===== src/rtl/sha256_padder_if.sv =====
`default_nettype none
// =============================================================================
// sha256_padder_if: message-stream and block-presentation bus of sha256_padder.
// Revision 1.0
// =============================================================================
interface sha256_padder_if #(
   parameter int LEN_W = 64
) ();
   logic             start;
   logic [LEN_W-1:0] msg_len;
   logic [31:0]      in_data;
   logic             in_valid;
   logic             in_ready;
   logic [511:0]     message;
   logic [LEN_W-1:0] block;
   logic             blk_valid;
   logic             next_block_read_rdy;
   logic             busy;
   logic             done;
   logic             err;

   modport master (
      output start, msg_len, in_data, in_valid, next_block_read_rdy,
      input  in_ready, message, block, blk_valid, busy, done, err
   );

   modport slave (
      input  start, msg_len, in_data, in_valid, next_block_read_rdy,
      output in_ready, message, block, blk_valid, busy, done, err
   );
endinterface
`default_nettype wire


===== src/rtl/sha256_padder.sv =====
`default_nettype none
// =============================================================================
// sha256_padder: FIPS 180-4 padder turning a 32-bit word stream into 512-bit blocks.
// Revision 1.0
// =============================================================================
module sha256_padder #(
   parameter int LEN_W = 64
) (
   input  logic           clk,
   input  logic           rst,
   sha256_padder_if.slave bus
);

   typedef enum logic [1:0] {
      S_IDLE = 2'd0,
      S_FILL = 2'd1,
      S_PAD  = 2'd2,
      S_HOLD = 2'd3
   } state_t;

   state_t            r_state, w_state_nxt;
   logic [15:0][31:0] r_msg, w_msg_nxt;
   logic [LEN_W-1:0]  r_rem, w_rem_nxt;
   logic [3:0]        r_widx, w_widx_nxt;
   logic [LEN_W-1:0]  r_bidx, w_bidx_nxt;
   logic              r_mark, w_mark_nxt;
   logic [LEN_W-1:0]  r_block, w_block_nxt;
   logic [63:0]       r_bitlen, w_bitlen_nxt;
   logic              r_busy, w_busy_nxt;
   logic              r_done, w_done_nxt;
   logic              r_err, w_err_nxt;

   logic [31:0]       w_word;
   logic [3:0]        w_slot;
   logic              w_final;

   // Word 0 sits in the top 32 bits, so slot n maps to packed index 15-n.
   assign w_slot  = 4'd15 - r_widx;
   assign w_final = (r_bidx == r_block - LEN_W'(1));

   always_ff @(posedge clk or negedge rst) begin
      if (!rst) begin
         r_state  <= S_IDLE;
         r_msg    <= '0;
         r_rem    <= '0;
         r_widx   <= '0;
         r_bidx   <= '0;
         r_mark   <= 1'b0;
         r_block  <= '0;
         r_bitlen <= '0;
         r_busy   <= 1'b0;
         r_done   <= 1'b0;
         r_err    <= 1'b0;
      end else begin
         r_state  <= w_state_nxt;
         r_msg    <= w_msg_nxt;
         r_rem    <= w_rem_nxt;
         r_widx   <= w_widx_nxt;
         r_bidx   <= w_bidx_nxt;
         r_mark   <= w_mark_nxt;
         r_block  <= w_block_nxt;
         r_bitlen <= w_bitlen_nxt;
         r_busy   <= w_busy_nxt;
         r_done   <= w_done_nxt;
         r_err    <= w_err_nxt;
      end
   end

   always_comb begin
      w_state_nxt  = r_state;
      w_msg_nxt    = r_msg;
      w_rem_nxt    = r_rem;
      w_widx_nxt   = r_widx;
      w_bidx_nxt   = r_bidx;
      w_mark_nxt   = r_mark;
      w_block_nxt  = r_block;
      w_bitlen_nxt = r_bitlen;
      w_busy_nxt   = r_busy;
      w_done_nxt   = 1'b0;
      w_err_nxt    = r_err;
      w_word       = 32'h0;

      case (r_state)
         S_IDLE: begin
            if (bus.start) begin
               w_block_nxt  = ((bus.msg_len + LEN_W'(8)) >> 6) + LEN_W'(1);
               w_bitlen_nxt = 64'(bus.msg_len) << 3;
               w_rem_nxt    = bus.msg_len;
               w_widx_nxt   = 4'd0;
               w_bidx_nxt   = '0;
               w_mark_nxt   = 1'b0;
               w_msg_nxt    = '0;
               w_busy_nxt   = 1'b1;
               w_err_nxt    = 1'b0;
               w_state_nxt  = (bus.msg_len != '0) ? S_FILL : S_PAD;
            end
         end
         S_FILL: begin
            if (bus.in_valid) begin
               if (r_rem >= LEN_W'(4)) begin
                  w_word    = bus.in_data;
                  w_rem_nxt = r_rem - LEN_W'(4);
               end else begin
                  // Partial last word: trailing bytes become the 0x80 marker and zeros.
                  case (r_rem[1:0])
                     2'd1:    w_word = {bus.in_data[31:24], 8'h80, 16'h0000};
                     2'd2:    w_word = {bus.in_data[31:16], 8'h80, 8'h00};
                     2'd3:    w_word = {bus.in_data[31:8], 8'h80};
                     default: w_word = 32'h8000_0000;
                  endcase
                  w_mark_nxt = 1'b1;
                  w_rem_nxt  = '0;
               end
               w_msg_nxt[w_slot] = w_word;
               w_widx_nxt        = r_widx + 4'd1;
               if (r_widx == 4'd15) begin
                  w_state_nxt = S_HOLD;
               end else if (w_rem_nxt == '0) begin
                  w_state_nxt = S_PAD;
               end
            end
         end
         S_PAD: begin
            if (!r_mark) begin
               w_word     = 32'h8000_0000;
               w_mark_nxt = 1'b1;
            end else if (w_final && r_widx == 4'd14) begin
               w_word = r_bitlen[63:32];
            end else if (w_final && r_widx == 4'd15) begin
               w_word = r_bitlen[31:0];
            end
            w_msg_nxt[w_slot] = w_word;
            w_widx_nxt        = r_widx + 4'd1;
            if (r_widx == 4'd15) begin
               w_state_nxt = S_HOLD;
            end
         end
         S_HOLD: begin
            if (bus.next_block_read_rdy) begin
               w_bidx_nxt = r_bidx + LEN_W'(1);
               if (w_final) begin
                  w_done_nxt  = 1'b1;
                  w_busy_nxt  = 1'b0;
                  w_state_nxt = S_IDLE;
               end else begin
                  w_msg_nxt   = '0;
                  w_widx_nxt  = 4'd0;
                  w_state_nxt = (r_rem != '0) ? S_FILL : S_PAD;
               end
            end
         end
         default: w_state_nxt = S_IDLE;
      endcase

      // Protocol violations never alter the datapath, they only latch err.
      if (bus.start && r_busy) begin
         w_err_nxt = 1'b1;
      end
      if (bus.next_block_read_rdy && r_state != S_HOLD) begin
         w_err_nxt = 1'b1;
      end
      if (bus.in_valid && r_state != S_FILL) begin
         w_err_nxt = 1'b1;
      end
   end

   assign bus.in_ready  = (r_state == S_FILL);
   assign bus.blk_valid = (r_state == S_HOLD);
   assign bus.message   = r_msg;
   assign bus.block     = r_block;
   assign bus.busy      = r_busy;
   assign bus.done      = r_done;
   assign bus.err       = r_err;

endmodule
`default_nettype wire


===== src/flat_wrapper.sv =====
// flat-port wrapper written by rule: the top's interface ports become plain ports
module sha256_padder_flat 
#(
   parameter int LEN_W = 64
)
  (clk, rst, bus_start, bus_msg_len, bus_in_data, bus_in_valid, bus_next_block_read_rdy, bus_in_ready, bus_message, bus_block, bus_blk_valid, bus_busy, bus_done, bus_err);
  sha256_padder_if #(.LEN_W(LEN_W)) bus_i ();
  input  logic clk;
  input  logic rst;
  input wire logic [$bits(bus_i.start)-1:0] bus_start;
  input wire logic [$bits(bus_i.msg_len)-1:0] bus_msg_len;
  input wire logic [$bits(bus_i.in_data)-1:0] bus_in_data;
  input wire logic [$bits(bus_i.in_valid)-1:0] bus_in_valid;
  input wire logic [$bits(bus_i.next_block_read_rdy)-1:0] bus_next_block_read_rdy;
  output wire logic [$bits(bus_i.in_ready)-1:0] bus_in_ready;
  output wire logic [$bits(bus_i.message)-1:0] bus_message;
  output wire logic [$bits(bus_i.block)-1:0] bus_block;
  output wire logic [$bits(bus_i.blk_valid)-1:0] bus_blk_valid;
  output wire logic [$bits(bus_i.busy)-1:0] bus_busy;
  output wire logic [$bits(bus_i.done)-1:0] bus_done;
  output wire logic [$bits(bus_i.err)-1:0] bus_err;
  assign bus_i.start = bus_start;
  assign bus_i.msg_len = bus_msg_len;
  assign bus_i.in_data = bus_in_data;
  assign bus_i.in_valid = bus_in_valid;
  assign bus_i.next_block_read_rdy = bus_next_block_read_rdy;
  assign bus_in_ready = bus_i.in_ready;
  assign bus_message = bus_i.message;
  assign bus_block = bus_i.block;
  assign bus_blk_valid = bus_i.blk_valid;
  assign bus_busy = bus_i.busy;
  assign bus_done = bus_i.done;
  assign bus_err = bus_i.err;
  sha256_padder #(.LEN_W(LEN_W)) u_core (.clk(clk), .rst(rst), .bus(bus_i));
endmodule

===== config.mk =====
export PLATFORM = sky130hd
export DESIGN_NAME = sha256_padder_flat
export DESIGN_NICKNAME = d
export VERILOG_FILES = /design/src/rtl/sha256_padder_if.sv /design/src/rtl/sha256_padder.sv /design/src/flat_wrapper.sv
export SDC_FILE = /design/constraint.sdc
export NUM_CORES = 2
export LEC_CHECK = 0
export ABC_AREA = 0
export CAP_MARGIN = 20
export CELL_PAD_IN_SITES_DETAIL_PLACEMENT = 0
export CELL_PAD_IN_SITES_GLOBAL_PLACEMENT = 1
export CORE_UTILIZATION = 30
export CTS_CLUSTER_DIAMETER = 150
export DETAILED_ROUTE_END_ITERATION = 6
export DONT_BUFFER_PORTS = 1
export MAX_ROUTING_LAYER = met4
export PLACE_DENSITY_LB_ADDON = 0.1
export SKIP_CTS_REPAIR_TIMING = 1
export SYNTH_ARGS = -nofsm -noshare
export SYNTH_HDL_FRONTEND = slang
export SYNTH_SLANG_ARGS = --single-unit
export TNS_END_PERCENT = 10

===== constraint.sdc =====
create_clock -name clk -period 5.84 [get_ports clk]
set_input_delay 0.584 -clock clk [delete_from_list [all_inputs] [get_ports clk]]
set_output_delay 0.584 -clock clk [all_outputs]
set_load 0.005 [all_outputs]

==> impl_results.html <==
<table>
<tr><th>Metric</th><th>Value</th></tr>
<tr><th colspan="2">Outcome</th></tr>
<tr><td>Status</td><td>finished with violations</td></tr>
<tr><td>Violated checks</td><td>slew limit</td></tr>
<tr><th colspan="2">Critical path</th></tr>
<tr><td>Worst r2r src</td><td>u_core.bus.block[13]$_DFFE_PN0P_</td></tr>
<tr><td>Largest fanout on the critical path</td><td>8</td></tr>
<tr><td>Data arrival time of the worst path</td><td>6.04 ns</td></tr>
<tr><td>R2R Setup Slk</td><td>between 0.4 and 0.5 ns</td></tr>
<tr><td>Cell count of the worst reg-to-reg path</td><td>10</td></tr>
<tr><td>CP required</td><td>approximately 6.5 ns</td></tr>
<tr><td>Worst Setup Path Type</td><td>reg -&gt; reg</td></tr>
<tr><td>Crit Reg-Reg Endpoint</td><td>u_core.bus.message[111]$_DFFE_PN0P_</td></tr>
<tr><td>Endpoint kind of the worst setup timing path</td><td>flip-flop</td></tr>
<tr><td>Crit path launch type</td><td>flip-flop</td></tr>
<tr><th colspan="2">Clocking</th></tr>
<tr><td>Clock transition at the registers of the reported paths</td><td>about 0.060 ns</td></tr>
<tr><td>Total clock buffers created by CTS</td><td>between 100 and 150</td></tr>
<tr><td>CTS sink cnt</td><td>770</td></tr>
<tr><td>CTS root buffer</td><td>clkbuf_16</td></tr>
<tr><td>Maximum root-to-sink buffer count</td><td>3</td></tr>
<tr><td>Clk_lat worst skew</td><td>0.74 ns</td></tr>
<tr><td>CTS tree</td><td>built</td></tr>
<tr><td>H-tree lvl count</td><td>3</td></tr>
<tr><th colspan="2">Place</th></tr>
<tr><td>Gpl congestion</td><td>approximately 0.97</td></tr>
<tr><td>Port Buffer Count</td><td>0</td></tr>
<tr><td>Detailed-placement wirelength estimate</td><td>about 170000 um</td></tr>
<tr><th colspan="2">STA</th></tr>
<tr><td>Crit path time final</td><td>roughly 5.4 ns</td></tr>
<tr><td>Headroom to the max-slew limit</td><td>-22.4%</td></tr>
<tr><td>Final worst-path cycle share</td><td>just over 90%</td></tr>
<tr><td>Setup Viol. Count Final</td><td>0</td></tr>
<tr><td>Total count of max-transition violations in the final report</td><td>around 140</td></tr>
<tr><td>RSZ-0062 raised after global routing</td><td>no</td></tr>
<tr><td>Worst-margin pin slew</td><td>between 1.5 and 2 ns</td></tr>
<tr><td>Setup skew after layout</td><td>about 0.031 ns</td></tr>
<tr><td>Fmax</td><td>between 150 and 200 MHz</td></tr>
<tr><td>Final hold violations</td><td>0</td></tr>
<tr><td>Sum Neg Setup Slack</td><td>0 ns</td></tr>
<tr><td>Hold slack</td><td>0.0113 ns</td></tr>
<tr><th colspan="2">Floorplanning</th></tr>
<tr><td>Overall die height</td><td>between 400 and 500 um</td></tr>
<tr><td>Row cnt</td><td>146</td></tr>
<tr><td>Width of the die</td><td>401 um</td></tr>
<tr><td>Boundary pin count</td><td>about 700</td></tr>
<tr><td>Starting density of the core</td><td>between 30% and 40%</td></tr>
<tr><td>CORE AREA</td><td>158000 um2</td></tr>
<tr><td>Die outline area</td><td>about 160000 um2</td></tr>
<tr><th colspan="2">Worst hold path</th></tr>
<tr><td>Cell depth of the worst min-delay path</td><td>2</td></tr>
<tr><td>Hold crit path type</td><td>in -&gt; reg</td></tr>
<tr><td>Worst hold path startpoint</td><td>bus_msg_len[34]</td></tr>
<tr><td>Hold Path End</td><td>u_core.r_bitlen[37]$_DFFE_PN0P_</td></tr>
<tr><th colspan="2">Final layout</th></tr>
<tr><td>Share of cells above drive strength 1</td><td>8.15%</td></tr>
<tr><td># nets final</td><td>between 5000 and 6000</td></tr>
<tr><td>Syn-to-layout area delta</td><td>13.6%</td></tr>
<tr><td>Fill count</td><td>~16000</td></tr>
<tr><th colspan="2">GRT</th></tr>
<tr><td>GR met2 Demand/Resource</td><td>between 40% and 50%</td></tr>
<tr><td>Wire length of the first global-routing pass</td><td>between 300000 and 400000 um</td></tr>
<tr><td>Global routing usage on met1</td><td>37.2%</td></tr>
<tr><td>Remaining global-route overflow</td><td>0</td></tr>
<tr><td>Overall track demand over capacity in global routing</td><td>between 30% and 40%</td></tr>
<tr><td>Antenna violations before repair</td><td>34</td></tr>
<tr><td>Busiest layer in global routing</td><td>met2</td></tr>
<tr><td>Pin count of the biggest net entering global routing</td><td>about 770</td></tr>
<tr><td>Met3 Track Usage GR</td><td>9.76%</td></tr>
<tr><td>Via count of the first global-routing pass</td><td>approximately 44000</td></tr>
<tr><th colspan="2">Synth</th></tr>
<tr><td>Synthesized cell area</td><td>around 48000 um2</td></tr>
<tr><td>Share of flip-flops with an asynchronous set or reset</td><td>between 90% and 100%</td></tr>
<tr><td>Number of synthesized flops with an enable pin</td><td>0</td></tr>
<tr><td>Main flop type after synthesis</td><td>dfrtp_1</td></tr>
<tr><td>Synthesis Warnings</td><td>0</td></tr>
<tr><td>Mean area per synthesized cell</td><td>roughly 8.1 um2</td></tr>
<tr><td>Fraction of the yosys area taken by sequential cells</td><td>~40%</td></tr>
<tr><td>Cells after Synth</td><td>roughly 6000</td></tr>
<tr><td>Number of synthesized register bits</td><td>770</td></tr>
<tr><td>Distinct cells, synth</td><td>91</td></tr>
<tr><th colspan="2">Detailed routing</th></tr>
<tr><td>Post-route ant nets</td><td>0</td></tr>
<tr><td>Detailed-route wire length</td><td>around 250000 um</td></tr>
<tr><td>First DRT Iteration DRCs</td><td>between 4000 and 5000</td></tr>
<tr><td>Overall via count from detail_route</td><td>between 40000 and 50000</td></tr>
<tr><td>Average via count per standard cell</td><td>roughly 5.9</td></tr>
<tr><td>Routed len/inst</td><td>~31 um</td></tr>
<tr><td>DR DRC count</td><td>0</td></tr>
<tr><td>Length of the first detailed-routing pass in iterations</td><td>6</td></tr>
<tr><th colspan="2">Flow run</th></tr>
<tr><td>MaxCap Viol Count</td><td>0</td></tr>
<tr><th colspan="2">Power</th></tr>
<tr><td>Worst vdd rail ir drop</td><td>0.553 mV</td></tr>
<tr><td>Power density cells</td><td>approximately 470 nW/um2</td></tr>
<tr><td>Cell leakage power</td><td>just over 0.02 uW</td></tr>
</table>
[critical path, stage by stage, from the launching register on]
cell	delay (ns)
dfrtp_1	0.51
or4_1	0.70
nor4_1	0.48
a21oi_1	0.12
nor4b_1	0.63
o211ai_1	0.20
nor4_1	0.67
nand4_1	0.33
nor3_1	1.00
a221oi_1	0.34
a221oi_1	0.34
[through the flow]
| step | setup WS [ns] | util, % | instance area, um2 | std cells | total power [uW] |
|---|---|---|---|---|---|
| floorplan | 1.36 | - | 47900 | 5934 | 14200 |
| global placement | 0.459 | 31.6 | 50100 | 7621 | 18700 |
| detailed placement | 0.517 | 31.7 | 50200 | 7625 | 18700 |
| CTS | 0.509 | 33.9 | 53700 | 7809 | 25600 |
| global route | 0.189 | 34.3 | 54300 | 7877 | 27000 |
| finish | 0.441 | 34.3 | 54300 | 7887 | 25700 |
[where the power goes]
part	internal [uW]	switching (uW)	total [uW]
Combinational	2740	8580	11300
Clock	3960	2800	6770
Sequential	6150	1470	7610
Total	12800	12900	25700
[how the worst max path moves through the flow]
stage,slack [ns],startpoint,to
2_1_floorplan,1.36,bus_msg_len[18],u_core.bus.block[52]$_DFFE_PN0P_
3_3_place_gp,0.46,u_core.bus.block[13]$_DFFE_PN0P_,u_core.bus.message[59]$_DFFE_PN0P_
3_5_place_dp,0.52,u_core.bus.block[13]$_DFFE_PN0P_,u_core.bus.message[53]$_DFFE_PN0P_
4_1_cts,0.51,u_core.bus.block[13]$_DFFE_PN0P_,u_core.bus.message[53]$_DFFE_PN0P_
5_1_grt,0.19,u_core.bus.block[13]$_DFFE_PN0P_,u_core.bus.message[59]$_DFFE_PN0P_
6_report,0.44,u_core.bus.block[13]$_DFFE_PN0P_,u_core.bus.message[111]$_DFFE_PN0P_
[state kept, by name (all words and copies together) (netlist names), 2 cells and up]
register	cells
u_core.bus.message	512
u_core.r_bidx	64
u_core.r_rem	64
u_core.r_bitlen	61
u_core.bus.block	59
u_core.r_widx	4
u_core.r_state	2
[synthesized netlist by cell type (18+ instances only)]
| library cell | number | share of area [%] |
|---|---|---|
| nand2_1 | 1264 | 9.9 |
| dfrtp_1 | 770 | 40 |
| o21ai_0 | 638 | 6.7 |
| clkbuf_1 | 461 | 3.6 |
| a22oi_1 | 392 | 6.2 |
| o31ai_1 | 382 | 6.0 |
| nor2_1 | 192 | 1.5 |
| nor3_1 | 170 | 1.8 |
| nand3_1 | 155 | 1.6 |
| a21oi_1 | 154 | 1.6 |
| xnor2_1 | 113 | 2.1 |
| xor2_1 | 106 | 1.9 |
| nor4_1 | 90 | 1.2 |
| a211oi_1 | 89 | 1.4 |
| inv_1 | 87 | 0.68 |
| nand4_1 | 86 | 1.1 |
| a31oi_1 | 82 | 1.1 |
| buf_2 | 78 | 0.82 |
| or3_1 | 51 | 0.67 |
| or4_1 | 44 | 0.69 |
| and3_1 | 41 | 0.54 |
| and2_1 | 37 | 0.48 |
| a22o_1 | 35 | 0.64 |
| a311oi_1 | 29 | 0.53 |
| o22ai_1 | 25 | 0.33 |
| buf_1 | 21 | 0.16 |
| o211ai_1 | 21 | 0.33 |
| a221oi_1 | 19 | 0.35 |
| a2111oi_0 | 18 | 0.33 |
[layout by cell type (no fill, tap or decap), types with 44 or more instances in the layout]
cell type  Yosys  final
nand2_1     1264   1246
clkbuf_16      0    102
a22oi_1      392    392
or4_1         44     44
a21oi_1      154    149
nand4_1       86     86
a31oi_1       82     82
dfrtp_1      770    770
nand3_1      155    154
a211oi_1      89     88
nor2_1       192    175
or3_1         51     51
xor2_1       106    106
nor4_1        90     88
o21ai_0      638    631
inv_1         87     86
xnor2_1      113    113
o31ai_1      382    382
nor3_1       170    169
buf_4          7    167
[layer usage]
layer / up-vias / wire, um
met4: 0 / 8030
met1: 23286 / 102000
li1: 21370 / -
met5: - / 0
met2: 1701 / 115000
met3: 284 / 23500
[cells by family after synthesis]
| logic type | count (synthesis) | synth area share (%) |
|---|---|---|
| and+or+nand+nor | 2260 | 22.1 |
| AOI/OAI and AO/OA | 1988 | 27.4 |
| DFF | 770 | 40.3 |
| buffers and inverters | 658 | 5.45 |
| xor gates and xnor gates | 219 | 4.01 |
| adders and majority gates | 17 | 0.429 |
| muxes | 17 | 0.371 |
| other | 1 | 0.00784 |
[cell type report]
| type | count | area (um2) | share of cell area [%] |
|---|---|---|---|
| diodes | 39 | 97.6 | 0.180 |
| clock buffers | 151 | 2970 | 5.46 |
| clock inverters | 33 | 551 | 1.01 |
| inverters | 89 | 342 | 0.629 |
| multi-input cells | 4506 | 26300 | 48.4 |
| flip-flops and latches | 770 | 19300 | 35.5 |
| well taps | 2072 | 2590 | 4.77 |
| repair buffers | 227 | 2190 | 4.04 |
Note: power is estimated with default switching activity, not from simulation.
